$ cat src/rtl/rca_seq_arbiter.sv
// Round-robin arbiter that feeds two requesters into one 8-bit ripple-carry slice, one byte per cycle.
// Accept to res_valid is NBYTES+1 edges; results hold in DONE until res_ready, and no request is taken outside IDLE.

// One-bit full adder cell; purely combinational, no handshake.
module fa (
  input  logic a_i,
  input  logic b_i,
  input  logic c_i,
  output logic s_o,
  output logic c_o
);
  assign s_o = a_i ^ b_i ^ c_i;
  assign c_o = (a_i & b_i) | (a_i & c_i) | (b_i & c_i);
endmodule

// Eight full adders with the carry rippled LSB to MSB; combinational, no handshake.
module rca8 (
  input  logic [7:0] a_i,
  input  logic [7:0] b_i,
  input  logic       cin_i,
  output logic [7:0] sum_o,
  output logic       cout_o
);
  logic [8:0] c;

  assign c[0] = cin_i;

  for (genvar i = 0; i < 8; i++) begin : g_bit
    fa u_fa (
      .a_i (a_i[i]),
      .b_i (b_i[i]),
      .c_i (c[i]),
      .s_o (sum_o[i]),
      .c_o (c[i+1])
    );
  end

  assign cout_o = c[8];
endmodule

// Owns the single rca8 slice; the byte index walks LSB first and carry_q chains between bytes.
module rca_seq_arbiter #(
  parameter int NBYTES = 4
) (
  input  logic                  clk,
  input  logic                  rst_n,
  input  logic                  req0_valid,
  output logic                  req0_ready,
  input  logic [8*NBYTES-1:0]   req0_a,
  input  logic [8*NBYTES-1:0]   req0_b,
  input  logic                  req0_cin,
  input  logic                  req1_valid,
  output logic                  req1_ready,
  input  logic [8*NBYTES-1:0]   req1_a,
  input  logic [8*NBYTES-1:0]   req1_b,
  input  logic                  req1_cin,
  output logic                  res_valid,
  input  logic                  res_ready,
  output logic [8*NBYTES-1:0]   res_sum,
  output logic                  res_cout,
  output logic                  res_id,
  output logic                  busy
);
  localparam int W    = 8 * NBYTES;
  localparam int IDXW = (NBYTES > 1) ? $clog2(NBYTES) : 1;
  localparam logic [IDXW-1:0] LAST_IDX = IDXW'(NBYTES - 1);

  typedef enum logic [1:0] {
    S_IDLE = 2'd0,
    S_ADD  = 2'd1,
    S_DONE = 2'd2
  } state_e;

  state_e          state_q, state_d;
  logic [IDXW-1:0] idx_q, idx_d;
  logic            carry_q, carry_d;
  logic            last_grant_q, last_grant_d;
  logic            id_q, id_d;
  logic [W-1:0]    a_q, a_d;
  logic [W-1:0]    b_q, b_d;
  logic [W-1:0]    sum_q, sum_d;

  logic            gnt0, gnt1;
  logic [7:0]      add_a, add_b, add_sum;
  logic            add_cout;

  // Ties go to whichever requester did not win last; a lone requester always wins.
  assign gnt0 = req0_valid & (~req1_valid | last_grant_q);
  assign gnt1 = req1_valid & (~req0_valid | ~last_grant_q);

  assign req0_ready = rst_n & (state_q == S_IDLE) & gnt0;
  assign req1_ready = rst_n & (state_q == S_IDLE) & gnt1;

  assign add_a = a_q[8*idx_q +: 8];
  assign add_b = b_q[8*idx_q +: 8];

  rca8 u_rca (
    .a_i    (add_a),
    .b_i    (add_b),
    .cin_i  (carry_q),
    .sum_o  (add_sum),
    .cout_o (add_cout)
  );

  always_comb begin
    state_d      = state_q;
    idx_d        = idx_q;
    carry_d      = carry_q;
    last_grant_d = last_grant_q;
    id_d         = id_q;
    a_d          = a_q;
    b_d          = b_q;
    sum_d        = sum_q;

    case (state_q)
      S_IDLE: begin
        if (req0_ready || req1_ready) begin
          state_d      = S_ADD;
          id_d         = req1_ready;
          last_grant_d = req1_ready;
          idx_d        = '0;
          a_d          = req1_ready ? req1_a   : req0_a;
          b_d          = req1_ready ? req1_b   : req0_b;
          carry_d      = req1_ready ? req1_cin : req0_cin;
        end
      end
      S_ADD: begin
        sum_d[8*idx_q +: 8] = add_sum;
        carry_d             = add_cout;
        idx_d               = idx_q + IDXW'(1);
        if (idx_q == LAST_IDX) begin
          state_d = S_DONE;
          idx_d   = '0;
        end
      end
      S_DONE: begin
        if (res_ready) begin
          state_d = S_IDLE;
        end
      end
      default: state_d = S_IDLE;
    endcase
  end

  always_ff @(posedge clk) begin
    if (!rst_n) begin
      state_q      <= S_IDLE;
      idx_q        <= '0;
      carry_q      <= 1'b0;
      last_grant_q <= 1'b1;
      id_q         <= 1'b0;
      a_q          <= '0;
      b_q          <= '0;
      sum_q        <= '0;
    end else begin
      state_q      <= state_d;
      idx_q        <= idx_d;
      carry_q      <= carry_d;
      last_grant_q <= last_grant_d;
      id_q         <= id_d;
      a_q          <= a_d;
      b_q          <= b_d;
      sum_q        <= sum_d;
    end
  end

  // After the last byte carry_q holds the carry out of the top byte.
  assign res_valid = (state_q == S_DONE);
  assign res_sum   = sum_q;
  assign res_cout  = carry_q;
  assign res_id    = id_q;
  assign busy      = (state_q != S_IDLE);

endmodule
$ cat config.mk
export PLATFORM = sky130hd
export DESIGN_NAME = rca_seq_arbiter
export DESIGN_NICKNAME = d
export VERILOG_FILES = /design/src/rtl/rca_seq_arbiter.sv
export SDC_FILE = /design/constraint.sdc
export NUM_CORES = 1
export LEC_CHECK = 0
export ABC_AREA = 1
export CAP_MARGIN = 20
export CELL_PAD_IN_SITES_DETAIL_PLACEMENT = 1
export CELL_PAD_IN_SITES_GLOBAL_PLACEMENT = 2
export CORE_MARGIN = 4
export CORE_UTILIZATION = 26
export CTS_BUF_LIST = sky130_fd_sc_hd__clkbuf_8
export CTS_CLUSTER_SIZE = 40
export DETAILED_ROUTE_END_ITERATION = 10
export GPL_TIMING_DRIVEN = 0
export MAX_ROUTING_LAYER = met4
export PLACE_DENSITY_LB_ADDON = 0.1
export REMOVE_ABC_BUFFERS = 1
export SYNTH_ARGS = -nofsm -noshare
export SYNTH_HDL_FRONTEND = slang
export SYNTH_SLANG_ARGS = --single-unit
$ cat constraint.sdc
create_clock -name clk -period 5.71 [get_ports clk]
set_clock_uncertainty 0.05 [all_clocks]
set_input_delay 1.713 -clock clk [delete_from_list [all_inputs] [get_ports clk]]
set_output_delay 1.713 -clock clk [all_outputs]
set_load 0.05 [all_outputs]
==> results by group <==
Synth
  – Share of synthesized cell area in full adder, half adder and majority cells: 4.38%
  – Multiplexer share of the synthesized area: 0%
  – Fraction of the mapped netlist area in compound gates: about a quarter
  – Number of instances in the synthesized netlist: roughly 740
  – Share of the yosys chip area belonging to registers: a little under two fifths
  – Yosys warning total: 0
  – Number of distinct standard cells referenced by the synthesized netlist: 32
  – Average instance area after synthesis: 7.25 sq um
  – Flops & latches, synth: slightly above 100
  – Total standard cell area after synthesis: roughly 5400 sq um
  – Simple logic cell fraction of the synthesized area: between 20% and 30%
  – Largest family of logic cells by synthesized area: compound AO/OA/AOI/OAI gates
  – Xor/xnor cell area share of the yosys netlist: 0%

Worst setup path
  – Worst path top cell family by delay: buffers and inverters
  – Highest-delay cell along the critical path: clkdlybuf4s50_1
  – Kind of start point of the critical path: input pin
  – Worst setup EP type: output port
  – Required time at the endpoint of the critical path: 3.95 ns
  – Worst path most repeated cell: nand2_1
  – Type of the setup path with the least slack: input pin to output port
  – Worst Path Arrival: between 3 and 4 ns
  – Cell-by-cell trace of the critical path: clkdlybuf4s50_1 > nand2_1 > nand2_1 > nor2_8 > buf_16 > clkbuf_2
  – Stage delay of the slowest cell on the critical path: roughly 0.43 ns
  – Largest fanout on the critical path: 88
  – Combined buffer and inverter count along the critical path: 3

Floorplanning
  – Die Footprint: roughly 23,000 sq um
  – Core Footprint: between 20,000 and 25,000 sq um
  – I/O pin total: 173
  – Overall die height: ~150 um
  – Die span in x: about 150 um
  – Starting Density: a little over a quarter
  – Site Rows: 52

Layout
  – Post-layout util: between 30% and 40%
  – Most common library cell in the layout ignoring fill and taps: nand2_1
  – ANT cells: 0
  – Share of post-route cells with drive strength above 1: approximately 4.5%
  – Non-Filler Cell Area, Final: 7540 sq um
  – Leading cell types in the layout, fill and taps excluded: 207 x nand2_1, 170 x clkdlybuf4s50_1, 104 x a21oi_1
  – Number of nets at the end of the flow: just over 1k
  – Synthesis-to-finish area growth: 40.4%
  – Fill cell total of the finished layout: between 2k and 3k

GRT
  – Wire length of the first global-routing pass: 27.7 mm
  – Remaining global-route overflow: 0
  – Antenna violations before repair: 0
  – Total GRT Usage: between 10% and 20%
  – Pin count of the biggest net entering global routing: 89
  – Via count of the first global-routing pass: 5,471

Place
  – Gpl congestion: 0.787
  – Placed inst area: 7260 sq um
  – DP HPWL: between 10 and 15 mm
  – Input/output buffers: 172

Routing
  – Routed len/inst: 15.4 um
  – Antenna Nets Post-Route: 0
  – Via density per instance: around 4.6
  – Number of DRC violations after detailed-routing iteration 0: about 160
  – Residual DRC: 0
  – Via total after detailed routing: ~5.3k
  – Routed wire length: approximately 18 mm
  – First-pass iteration count of the detailed router: 4

Clock network
  – H-Tree Depth: 3
  – Number of buffers inserted during clock tree synthesis: 9
  – Total clock sinks: about 100
  – Hold bufs inserted after CTS: 0
  – Clock tree root buffer cell: clkbuf_8
  – Clock tree from TritonCTS: done
  – Clock-pin slew on the worst setup and hold paths: approximately 0.09 ns
  – Deepest clock path buffer count: 2
  – Later-pin clock latency in the skew report: around 0.38 ns

Timing
  – Final-report max-slew violation count: 0
  – Crit share post-route: between 90% and 100%
  – Measured slew at the worst slew-check pin: ~0.94 ns
  – Final setup violation count: 0
  – Hold Fails Final Rpt: 0
  – Setup repair after global routing missed its margin: false
  – F_max: between 150 and 200 MHz
  – Worst slew margin relative to its limit: roughly 37%
  – Post-layout minimum cycle time: approximately 5.5 ns

Pwr
  – Power per Cell Area: 229 nW/um^2
  – LEAKAGE: between 2 and 3 nW
  – Worst IR Drop VDD: about 0.13 mV

Run status
  – Outcome: complete, no violations

Job
  – Count of maximum capacitance violations: 0

Min path
  – Tightest Hold Check Type: flop to flop
area by class of cell:
cell class,instances,area [sq um],area share (%)
multi-input cells,498,2710,36.0
flip-flops and latches,103,2060,27.3
repair buffers,180,1880,25.0
well taps,270,338,4.48
inverters,86,329,4.36
clock buffers,11,151,2.01
clock inverters,3,67.6,0.896
where the power goes:
part	leakage, nW	internal [mW]	switching, mW
Sequential	0.840	0.758	0.0319
Combinational	1.79	0.189	0.229
Clock	0.108	0.266	0.252
Total	2.74	1.21	0.513
final timing paths:
check / from / cells past startpoint / slack (ns) / end
max: req0_valid / 6 / 0.23 / req1_ready
min: b_q[5]$_SDFFE_PN0P_ / 2 / 0.42 / b_q[5]$_SDFFE_PN0P_
max reg2reg: idx_q[0]$_SDFFE_PN0P_ / 16 / 0.50 / res_sum[31]$_SDFFE_PN0P_
min reg2reg: b_q[5]$_SDFFE_PN0P_ / 2 / 0.42 / b_q[5]$_SDFFE_PN0P_
layer usage:
layer / GRT usage [%] / up-vias / part of all wire, %
li1: - / 2724 / -
met1: 19.8 / 2504 / 47
met2: 26.6 / 106 / 49
met3: 1.93 / 15 / 2.9
met4: 4.67 / 0 / 1.7
met5: - / - / 0
state kept, by name, indices dropped and copies added, names as in the netlist:
name,count
b_q,32
state_q,2
last_grant_q,1
res_cout,1
res_sum,32
res_id,1
a_q,32
idx_q,2
worst min-delay path: cells and delay by family (launching register included):
kind	cells	cell delay, ns
simple gates	1	0.06
compound gates	1	0.05
flops	1	0.32
through the flow:
stage | cells | setup slack (ns) | hold slack [ns] | TNS (ns) | power (mW)
after floorplan | 685 | 0.558 | 0.392 | 0 | 1.01
after global routing | 1151 | 0.152 | 0.442 | 0 | 1.83
after CTS | 1147 | 0.0213 | 0.421 | 0 | 1.75
after detailed placement | 1132 | -0.748 | 0.406 | -0.748 | 1.22
final | 1151 | 0.231 | 0.419 | 0 | 1.73
after global placement | 1127 | -1.08 | 0.401 | -7.55 | 1.20
cell families (layout without fill, tap and decap cells):
group,after synthesis,in the layout
fa+ha+maj,14,14
buf+inv,142,280
flops,103,103
compound gates,216,216
simple gates,266,268
timing repair:
action	4_1_cts	5_1_grt
gates resized for setup	5	2
setup endpoints to repair	3	4
setup buffers	0	2
pin swaps	1	1
hold endpoints to repair	0	0
gates cloned	1	1
synthesized netlist by cell type (all sizes together):
cell type  number  area (sq um)
a32o           12           120
a21oi         105           529
inv            86           323
nor2           30           169
a211oi          1          7.51
dfxtp         103          2060
nand2         209           795
nand3b          3          22.5
a31oi           1          6.26
clkbuf         18          67.6
or3             2          12.5
nand3          10          50.1
o21ai          21           105
nor3           12          65.1
a22oi           6          45.0
ha              6          75.1
o21bai          1          7.51
buf            38           240
fa              8           160
o211ai         65           488
o22ai           4          25.0
(Power assumes the default switching activity.)
